## config.mk

```make
export PLATFORM = sky130hd
export DESIGN_NAME = fpdiv
export DESIGN_NICKNAME = d
export VERILOG_FILES = /design/src/rtl/fpdiv.sv
export SDC_FILE = /design/constraint.sdc
export NUM_CORES = 1
export LEC_CHECK = 0
export ABC_AREA = 1
export CAP_MARGIN = 20
export CORE_ASPECT_RATIO = 1.25
export CORE_UTILIZATION = 48
export CTS_CLUSTER_DIAMETER = 50
export DETAILED_ROUTE_END_ITERATION = 10
export GPL_TIMING_DRIVEN = 0
export PLACE_DENSITY_LB_ADDON = 0.1
export SYNTH_ARGS = -nofsm -noshare
export SYNTH_HDL_FRONTEND = slang
export SYNTH_SLANG_ARGS = --single-unit
```

## constraint.sdc

```tcl
create_clock -name clk -period 2.61 [get_ports clk]
set_input_delay 0.261 -clock clk [delete_from_list [all_inputs] [get_ports clk]]
set_output_delay 0.261 -clock clk [all_outputs]
set_load 0.005 [all_outputs]
```

## src/rtl/fpdiv.sv

```systemverilog
// Single-precision floating-point divider: 25-step restoring mantissa division,
// truncating normalization, no denormal/NaN/Inf decoding.
module fpdiv (
    input  logic        clk,
    input  logic        reset,
    input  logic        start,
    input  logic [31:0] dataa,
    input  logic [31:0] datab,
    output logic [31:0] result,
    output logic        done,
    output logic        busy,
    output logic        div_by_zero
);

    localparam logic [2:0] IDLE   = 3'd0;
    localparam logic [2:0] SETUP  = 3'd1;
    localparam logic [2:0] DIVIDE = 3'd2;
    localparam logic [2:0] NORM   = 3'd3;
    localparam logic [2:0] DONE   = 3'd4;

    logic [2:0]        state_q, state_d;
    logic              go_q, go_d;
    logic [31:0]       a_q, a_d, b_q, b_d;
    logic              sign_q, sign_d;
    logic [23:0]       mb_q, mb_d;
    logic [24:0]       r_q, r_d;
    logic [24:0]       q_q, q_d;
    logic [4:0]        cnt_q, cnt_d;
    logic signed [9:0] e_q, e_d;
    logic [31:0]       result_q, result_d;
    logic              done_q, done_d;
    logic              busy_q, busy_d;
    logic              dbz_q, dbz_d;

    logic              sign_c;
    logic [23:0]       diff_c;
    logic [22:0]       mant_c;
    logic signed [9:0] en_c;

    always_comb begin
        state_d  = state_q;
        go_d     = go_q;
        a_d      = a_q;
        b_d      = b_q;
        sign_d   = sign_q;
        mb_d     = mb_q;
        r_d      = r_q;
        q_d      = q_q;
        cnt_d    = cnt_q;
        e_d      = e_q;
        result_d = result_q;
        done_d   = done_q;
        busy_d   = busy_q;
        dbz_d    = dbz_q;
        sign_c   = a_q[31] ^ b_q[31];
        diff_c   = r_q[23:0] - mb_q;
        mant_c   = '0;
        en_c     = '0;

        case (state_q)
            IDLE, DONE: begin
                // Operands are captured on the start edge; the FSM moves one edge later,
                // so done/result stay visible through the cycle after start.
                if (go_q) begin
                    state_d = SETUP;
                    go_d    = 1'b0;
                    done_d  = 1'b0;
                    busy_d  = 1'b1;
                end else if (start) begin
                    a_d  = dataa;
                    b_d  = datab;
                    go_d = 1'b1;
                end
            end
            SETUP: begin
                sign_d = sign_c;
                if (b_q[30:0] == 31'h0) begin
                    result_d = {sign_c, 8'hFF, 23'h0};
                    dbz_d    = 1'b1;
                    done_d   = 1'b1;
                    busy_d   = 1'b0;
                    state_d  = DONE;
                end else if (a_q[30:0] == 31'h0) begin
                    result_d = {sign_c, 31'h0};
                    dbz_d    = 1'b0;
                    done_d   = 1'b1;
                    busy_d   = 1'b0;
                    state_d  = DONE;
                end else begin
                    mb_d    = {1'b1, b_q[22:0]};
                    r_d     = {2'b01, a_q[22:0]};
                    q_d     = '0;
                    cnt_d   = '0;
                    e_d     = $signed({2'b00, a_q[30:23]}) - $signed({2'b00, b_q[30:23]}) + 10'sd127;
                    state_d = DIVIDE;
                end
            end
            DIVIDE: begin
                // r < 2*mb always, so the difference fits in 24 bits when taken.
                if (r_q >= {1'b0, mb_q}) begin
                    q_d = {q_q[23:0], 1'b1};
                    r_d = {diff_c, 1'b0};
                end else begin
                    q_d = {q_q[23:0], 1'b0};
                    r_d = {r_q[23:0], 1'b0};
                end
                cnt_d = cnt_q + 5'd1;
                if (cnt_q == 5'd24)
                    state_d = NORM;
            end
            NORM: begin
                if (q_q[24]) begin
                    mant_c = q_q[23:1];
                    en_c   = e_q;
                end else begin
                    mant_c = q_q[22:0];
                    en_c   = e_q - 10'sd1;
                end
                if (en_c <= 10'sd0)
                    result_d = {sign_q, 31'h0};
                else if (en_c >= 10'sd255)
                    result_d = {sign_q, 8'hFF, 23'h0};
                else
                    result_d = {sign_q, en_c[7:0], mant_c};
                dbz_d   = 1'b0;
                done_d  = 1'b1;
                busy_d  = 1'b0;
                state_d = DONE;
            end
            default: state_d = IDLE;
        endcase
    end

    always_ff @(posedge clk) begin
        if (reset) begin
            state_q  <= IDLE;
            go_q     <= 1'b0;
            a_q      <= '0;
            b_q      <= '0;
            sign_q   <= 1'b0;
            mb_q     <= '0;
            r_q      <= '0;
            q_q      <= '0;
            cnt_q    <= '0;
            e_q      <= '0;
            result_q <= '0;
            done_q   <= 1'b0;
            busy_q   <= 1'b0;
            dbz_q    <= 1'b0;
        end else begin
            state_q  <= state_d;
            go_q     <= go_d;
            a_q      <= a_d;
            b_q      <= b_d;
            sign_q   <= sign_d;
            mb_q     <= mb_d;
            r_q      <= r_d;
            q_q      <= q_d;
            cnt_q    <= cnt_d;
            e_q      <= e_d;
            result_q <= result_d;
            done_q   <= done_d;
            busy_q   <= busy_d;
            dbz_q    <= dbz_d;
        end
    end

    assign result      = result_q;
    assign done        = done_q;
    assign busy        = busy_q;
    assign div_by_zero = dbz_q;

endmodule
```

==> results, run 1 <==
- The highest clock rate is 409 MHz.
- The total overflow left after global routing is 0.
- Data on the critical path is required at its endpoint by 2.92 ns.
- The library cell contributing the largest single delay on the critical path is sky130_fd_sc_hd__ha_1.
- The number of endpoints with negative hold slack in the final report was 0.
- The number of antenna violations at the first check in global routing is 0.
- The unique cell type count in the Yosys netlist is 46.
- For this configuration, the core starts out at a cell density of 49.0%.
- Of all nets on the critical path, the largest fanout is 10.
- At the pin with the least slew margin, the transition time is 0.670 ns.
- The most used routing layer in global routing is met2.
- The root buffer cell is sky130_fd_sc_hd__clkbuf_16.
- The number of clock sinks is 193.
- The count of buffers added on input and output ports is 100.
- The worst endpoint data arrival time is 2.76 ns.
- The mean cell area of the mapped netlist is 6.79 µm².
- The flow ran to the end, and the final reports show no timing, DRC or antenna violations.
- The post-route worst hold slack is 0.429 ns.
- Dividing the detail-routed wire length by the instance count gives 15.4 µm.
- The number of buffers inserted during clock tree synthesis is 17.
- The repair_antennas step left the layout with diodes totalling 0.
- The tightest min-delay check is of the in2reg type.
- The post-route minimum period is 2.44 ns.
- The max-slew violation total from the final report came to 0.
- Setup repair after global routing left no endpoint under its margin.
- Buffers inserted to repair hold after CTS numbered 0.
- After synthesis, the share of flip-flops with an asynchronous set or reset is 0%.
- The DRC violation count after routing is 0.
- Leaving out fill and tap cells, the most frequent cell in the layout is sky130_fd_sc_hd__nand2_1.
- The worst setup path is captured at a flop.
- The core area is 0.0208 mm².
- The x dimension of the die is 132 µm.
- The largest stage delay on the critical path is 0.37 ns.
- The final route contains 10,015 vias.
- The cell area after synthesis is 0.0102 mm².
- The via count normalized by instance count is 5.24.
- The met3 demand-to-capacity share in global routing is 3.05%.
- The count of flip-flops with a built-in enable after synthesis is 0.
- The first global-routing pass estimated 47,100 µm of wire.
- For this block, the routed nets add up to 29,500 µm of wire.
- The maximum level of the CTS H-tree is 4.
- The path type of the worst setup path is reg2reg.
- The Yosys step of the flow raised 0 warnings.
- The main flop type after synthesis is sky130_fd_sc_hd__dfxtp_1.
- The worst relative slew slack is 55.1%.
- The instance count of the mapped netlist is 1,504.
- The largest buffer count on any clock path is 2.
- Entering global routing, the biggest net connects 22 pins.
- The number of storage elements in the synthesis netlist is 193.
- Relative to the synthesized area, the layout overhead comes to 19.9%.
- The count of final setup violators is 0.
- After legalization and detailed placement, the total HPWL measured 23,200 µm.
- The sort of element at the start of the critical path is a flop.
- Walking the worst path, the cells encountered are inv_1 > ha_1 > nand2_1 > nor2_2 > nand2_1 > nor2_1 > nand3_4 > nand3_4 > buf_6 > nand3_1 > nand3_1 > a21oi_1.
- The number of global-route vias before repair is 9,270.
- Pin placement for this block handled 102 I/O pins.
- The worst-case clock skew is 0.0202 ns.
- The detailed-routing iteration count for the pre-antenna-repair pass is 5.
- The met2 layer usage reported by global route is 47.8%.
- For this block, the initial DRC count from the detailed router was 656.
- The fraction of the yosys area taken by sequential cells is 37.8%.
- The placer's final routability congestion estimate is 0.950.
- The later pin in the worst-skew pair is clocked with a latency of 0.45 ns.
- The die covers 0.0219 mm².
- In the layout the commonest cells are 327 x sky130_fd_sc_hd__nand2_1, 193 x sky130_fd_sc_hd__dfxtp_1, 178 x sky130_fd_sc_hd__inv_1.
- The clock tree from TritonCTS is done.
- The count of nets after finishing is 1,731.
- The vertical die dimension is 165 µm.
- The total number of placement rows is 59.
- Once detail routing completed, the nets flagged for antenna violations numbered 0.
- In the global route stage, overall resource usage came out at 27.4%.
- When the netlist entered floorplanning its net count stood at 1,609.
- Max-cap violations in this run came to 0.
- In the final layout, the share of cells above drive strength 1 is 5.55%.
- The final cycle utilization of the critical path is 93.7%.
- For met1 alone, demand over resource in global routing was 34.9%.
- The clock-pin transition on the worst setup and hold timing paths is 0.09 ns.
## final cells by class
class                           instances  area, µm²
Buffer                                 69        343
Multi-Input combinational cell       1056       5340
Timing Repair Buffer                  103       1020
Fill cell                            2056       8580
Tap cell                              274        343
Clock inverter                         15        199
Inverter                              186        698
Clock buffer                           17        425
Sequential cell                       193       3860
## worst max-delay path: cells and delay by family (launching register included)
| kind | cells | cell delay, ns |
|---|---|---|
| fa+ha+maj | 1 | 0.37 |
| flops | 1 | 0.32 |
| simple gates | 8 | 1.29 |
| buf+inv | 2 | 0.26 |
| compound gates | 1 | 0.07 |
## metal layers
layer / up-vias / wire length (µm) / part of all wire (%)
met5: - / 0 / 0
met4: 0 / 827 / 2.8
met3: 52 / 997 / 3.4
met2: 261 / 14000 / 48
met1: 4540 / 13600 / 46
li1: 5162 / - / -
## metrics by stage
step / cell area, µm² / util, % / worst slack (ns) / cells / TNS (ns)
floorplan: 10200 / - / 0.518 / 1504 / 0
global placement: 11600 / 55.5 / -0.294 / 1878 / -0.693
detailed placement: 11600 / 55.5 / -0.255 / 1878 / -0.624
CTS: 12200 / 58.5 / 0.0321 / 1910 / 0
global route: 12200 / 58.8 / 0.000604 / 1913 / 0
finish: 12200 / 58.8 / 0.165 / 1913 / 0
## path summary, 6_finish.rpt
path,startpoint,cells after the start,slack [ns],endpoint
hold / removal,dataa[27],3,0.43,a_q[27]
hold reg to reg,result[5],2,0.47,result[5]
setup reg to reg,mb_q[11],12,0.17,r_q[18]
setup / recovery,mb_q[11],12,0.17,r_q[18]
## cells in the mapped netlist, types with 6 or more instances
cell	count	area, µm²
sky130_fd_sc_hd__nand3b_1	6	45.0
sky130_fd_sc_hd__inv_1	178	668
sky130_fd_sc_hd__a21oi_1	163	816
sky130_fd_sc_hd__buf_6	7	78.8
sky130_fd_sc_hd__nor3_1	12	60.1
sky130_fd_sc_hd__nor2_1	168	631
sky130_fd_sc_hd__clkbuf_1	44	165
sky130_fd_sc_hd__buf_2	10	50.1
sky130_fd_sc_hd__xor2_1	13	114
sky130_fd_sc_hd__o21ai_0	148	741
sky130_fd_sc_hd__nand2_1	327	1230
sky130_fd_sc_hd__dfxtp_1	193	3860
sky130_fd_sc_hd__nand3_1	70	350
sky130_fd_sc_hd__inv_2	7	26.3
sky130_fd_sc_hd__xnor2_1	6	52.6
sky130_fd_sc_hd__a22oi_1	25	188
sky130_fd_sc_hd__nand4_1	36	225
sky130_fd_sc_hd__ha_1	36	450
## flip-flops by register name (all words and copies together), names as in the netlist
name and flops:
a_q 32, b_q 32, busy 1, cnt_q 5, div_by_zero 1, done 1, e_q 10, go_q 1
mb_q 24, q_q 25, r_q 25, result 32, sign_q 1, state_q 3
## kinds of logic after synthesis
kind of cell	share of synthesized area, %
and+or+nand+nor	26.8
AOI/OAI and AO/OA	18.8
buffers and inverters	10.2
DFF	37.8
adders and majority gates	4.80
xor gates and xnor gates	1.63
## timing repair
| item | 4_1_cts | 5_1_grt |
|---|---|---|
| resized for setup | 2 | 10 |
| endpoints found under the hold margin | 0 | 0 |
| pin swaps | 0 | 1 |
| setup buffers | 0 | 3 |
| gates cloned | 0 | 0 |
| endpoints found under the setup margin | 4 | 23 |
Power of run 1 is not shown: default switching activity piles up to over one toggle a cycle in this logic, so the estimate is an artifact.
==> run 2: changes to the inputs <==
- CORE_UTILIZATION: 48 -> 58
==> run 2 against run 1 <==
Against the previous run: via count grew 2.0%; non-clock buffer count is 2 higher; die area fell by 17%; global-route usage up 6.0 points; final cell count fell by 2.7%; fmax down 0.86%; utilization grew 13 points; sequential cell count did not move; clock skew down 0.0033 ns; sequential share of layout area rose by 0.17 points; worst setup slack got worse by 0.021 ns; clock-buffer cell count unchanged.
==> results, run 2 (synthesized netlist as in run 1, its figures left out) <==
- The pin count of the biggest net entering global routing came to 22 (unchanged).
- The number of DRC markers after the initial detailed-route iteration came to 782 (was 656).
- The core area came to 0.0170 mm² (was 0.0208 mm²).
- The sort of element at the start of the critical path is a flop (unchanged).
- The worst hold path class was in2reg (unchanged).
- The path type of the worst setup path is reg2reg (unchanged).
- The total number of placement rows is 53 (was 59).
- The count of max-cap constraint violations is 0 (unchanged).
- The max-slew violation total from the final report is 0 (unchanged).
- The insertion delay of the later-clocked pin in the worst-skew pair is 0.45 ns (about the same).
- The peak fanout along the critical path is 4 (was 10).
- The effective utilization at floorplan is 59.9% (was 49.0%).
- The detailed-routing iteration count for the pre-antenna-repair pass was 5 (unchanged).
- The number of clock sinks is 193 (unchanged).
- The number of global-route vias before repair came to 9,478 (was 9,270).
- The wire length of the first global-routing pass is 47,000 µm (was 47,100 µm).
- The number of antenna violations at the first check in global routing is 0 (unchanged).
- The post-route minimum period is 2.47 ns (was 2.44 ns).
- The maximum level of the CTS H-tree is 4 (unchanged).
- The clock tree from TritonCTS is done (unchanged).
- The post-route worst hold slack is 0.429 ns (about the same).
- The number of I/O pins came to 102 (unchanged).
- The count of nets after finishing came to 1,733 (was 1,731).
- The wire length per cell after detailed routing was 15.7 µm (was 15.4 µm).
- The worst-case clock skew is 0.0169 ns (was 0.0202 ns).
- The endpoint class of the critical path was a flop (unchanged).
- Outcome: finished, final reports clean (unchanged).
- The vertical die dimension is 150 µm (was 165 µm).
- The number of buffers inserted during clock tree synthesis is 17 (unchanged).
- The placer's final routability congestion estimate was 0.950 (about the same).
- The number of nets with antenna violations after detailed routing is 0 (unchanged).
- The quantity of I/O buffers inserted on ports came to 100 (unchanged).
- The share of layout cells above drive strength 1 is 5.91% (was 5.55%).
- The total track usage is 33.3% (was 27.4%).
- The via count normalized by instance count came to 5.49 (was 5.24).
- The number of diodes added for antenna fixing is 0 (unchanged).
- The most common cell after layout, fill and taps aside is sky130_fd_sc_hd__nand2_1 (unchanged).
- The count of final setup violators came to 0 (unchanged).
- The required arrival time at the worst endpoint is 2.98 ns (was 2.92 ns).
- The aggregate routed wire length is 29,100 µm (was 29,500 µm).
- The synthesis-to-finish area growth is 19.2% (was 19.9%).
- The leftover overflow at the end of global routing is 0 (unchanged).
- The highest clock rate is 406 MHz (was 409 MHz).
- Commonest non-fill, non-tap cells in the layout: 325 x sky130_fd_sc_hd__nand2_1, 193 x sky130_fd_sc_hd__dfxtp_1, 178 x sky130_fd_sc_hd__inv_1 (was 327 x sky130_fd_sc_hd__nand2_1, 193 x sky130_fd_sc_hd__dfxtp_1, 178 x sky130_fd_sc_hd__inv_1).
- The number of endpoints with negative hold slack in the final report came to 0 (unchanged).
- The worst endpoint data arrival time is 2.84 ns (was 2.76 ns).
- The largest buffer count on any clock path is 2 (unchanged).
- The root buffer cell is sky130_fd_sc_hd__clkbuf_16 (unchanged).
- The worst relative slew slack is 54.0% (was 55.1%).
- The DRC violation count after routing is 0 (unchanged).
- The final cycle utilization of the critical path is 94.5% (was 93.7%).
- The detailed placer's ending HPWL is 22,600 µm (was 23,200 µm).
- Unrepaired setup endpoints after global routing: false (unchanged).
- The actual slew at the worst max-slew pin is 0.686 ns (was 0.670 ns).
- The floorplan die area is 0.0181 mm² (was 0.0219 mm²).
- The total number of vias was 10,218 (was 10,015).
- The clock-pin transition on the worst setup and hold timing paths was 0.08 ns (was 0.09 ns).
- The x dimension of the die is 121 µm (was 132 µm).
run 2: cell count changes in the layout (fill, tap and decap cells not counted), sizes merged:
| cell | previous run | this run |
|---|---|---|
| buf | 28 | 30 |
| inv | 193 | 195 |
| clkinv | 7 | 5 |
| clkinvlp | 0 | 1 |
| bufinv | 1 | 0 |
run 2: worst paths after layout:
path | start | endpoint | slack, ns | cells after the start
worst max-delay path | r_q[0] | r_q[15] | 0.14 | 12
worst min register to register | result[7] | result[7] | 0.46 | 2
worst max register to register | r_q[0] | r_q[15] | 0.14 | 12
worst min-delay path | datab[11] | b_q[11] | 0.43 | 3
run 2: final cells by class:
cell class | instances | area (µm²)
inverters | 186 | 698
flip-flops and latches | 193 | 3860
repair buffers | 105 | 1040
clock inverters | 15 | 176
clock buffers | 17 | 425
plain buffers | 69 | 343
well taps | 220 | 275
multi-input cells | 1056 | 5350
fillers | 1487 | 4870
run 2: what timing repair did:
action	4_1_cts	5_1_grt
setup buffers	0	5
setup endpoints to repair	3	24
resized for setup	1	13
cloned	0	0
pin swaps	0	3
hold buffers	0	0
run 2: per-stage QoR:
stage          cells  util, %  setup TNS (ns)  area (µm²)  worst slack (ns)
2_1_floorplan   1504        -               0       10200             0.518
3_3_place_gp    1824     67.4          -0.125       11500           -0.0648
3_5_place_dp    1824     67.4         -0.0944       11500           -0.0508
4_1_cts         1856     70.9               0       12100            0.0475
5_1_grt         1861     71.4               0       12200           0.00173
6_report        1861     71.4               0       12200             0.144
run 2: per-layer routing:
layer  global-route usage, %  wire, µm  vias up
met3                    5.53      1770       51
met2                    57.6     14300      318
met4                    11.9       772        0
li1                        -         -     5170
met1                    41.8     12300     4679
met5                       0         0        -
run 2: critical path: stages, from the launching register on:
cell and delay [ns]:
sky130_fd_sc_hd__dfxtp_1 0.34, sky130_fd_sc_hd__inv_1 0.07, sky130_fd_sc_hd__ha_1 0.28, sky130_fd_sc_hd__fa_1 0.51, sky130_fd_sc_hd__o21ai_4 0.25, sky130_fd_sc_hd__nand2_1 0.07, sky130_fd_sc_hd__nand2_1 0.12, sky130_fd_sc_hd__nand2_1 0.08
sky130_fd_sc_hd__nand2_1 0.11, sky130_fd_sc_hd__nor2_1 0.05, sky130_fd_sc_hd__o21ai_0 0.26, sky130_fd_sc_hd__nand3_1 0.12, sky130_fd_sc_hd__a21oi_1 0.14
Power of run 2 is left out for the same reason.
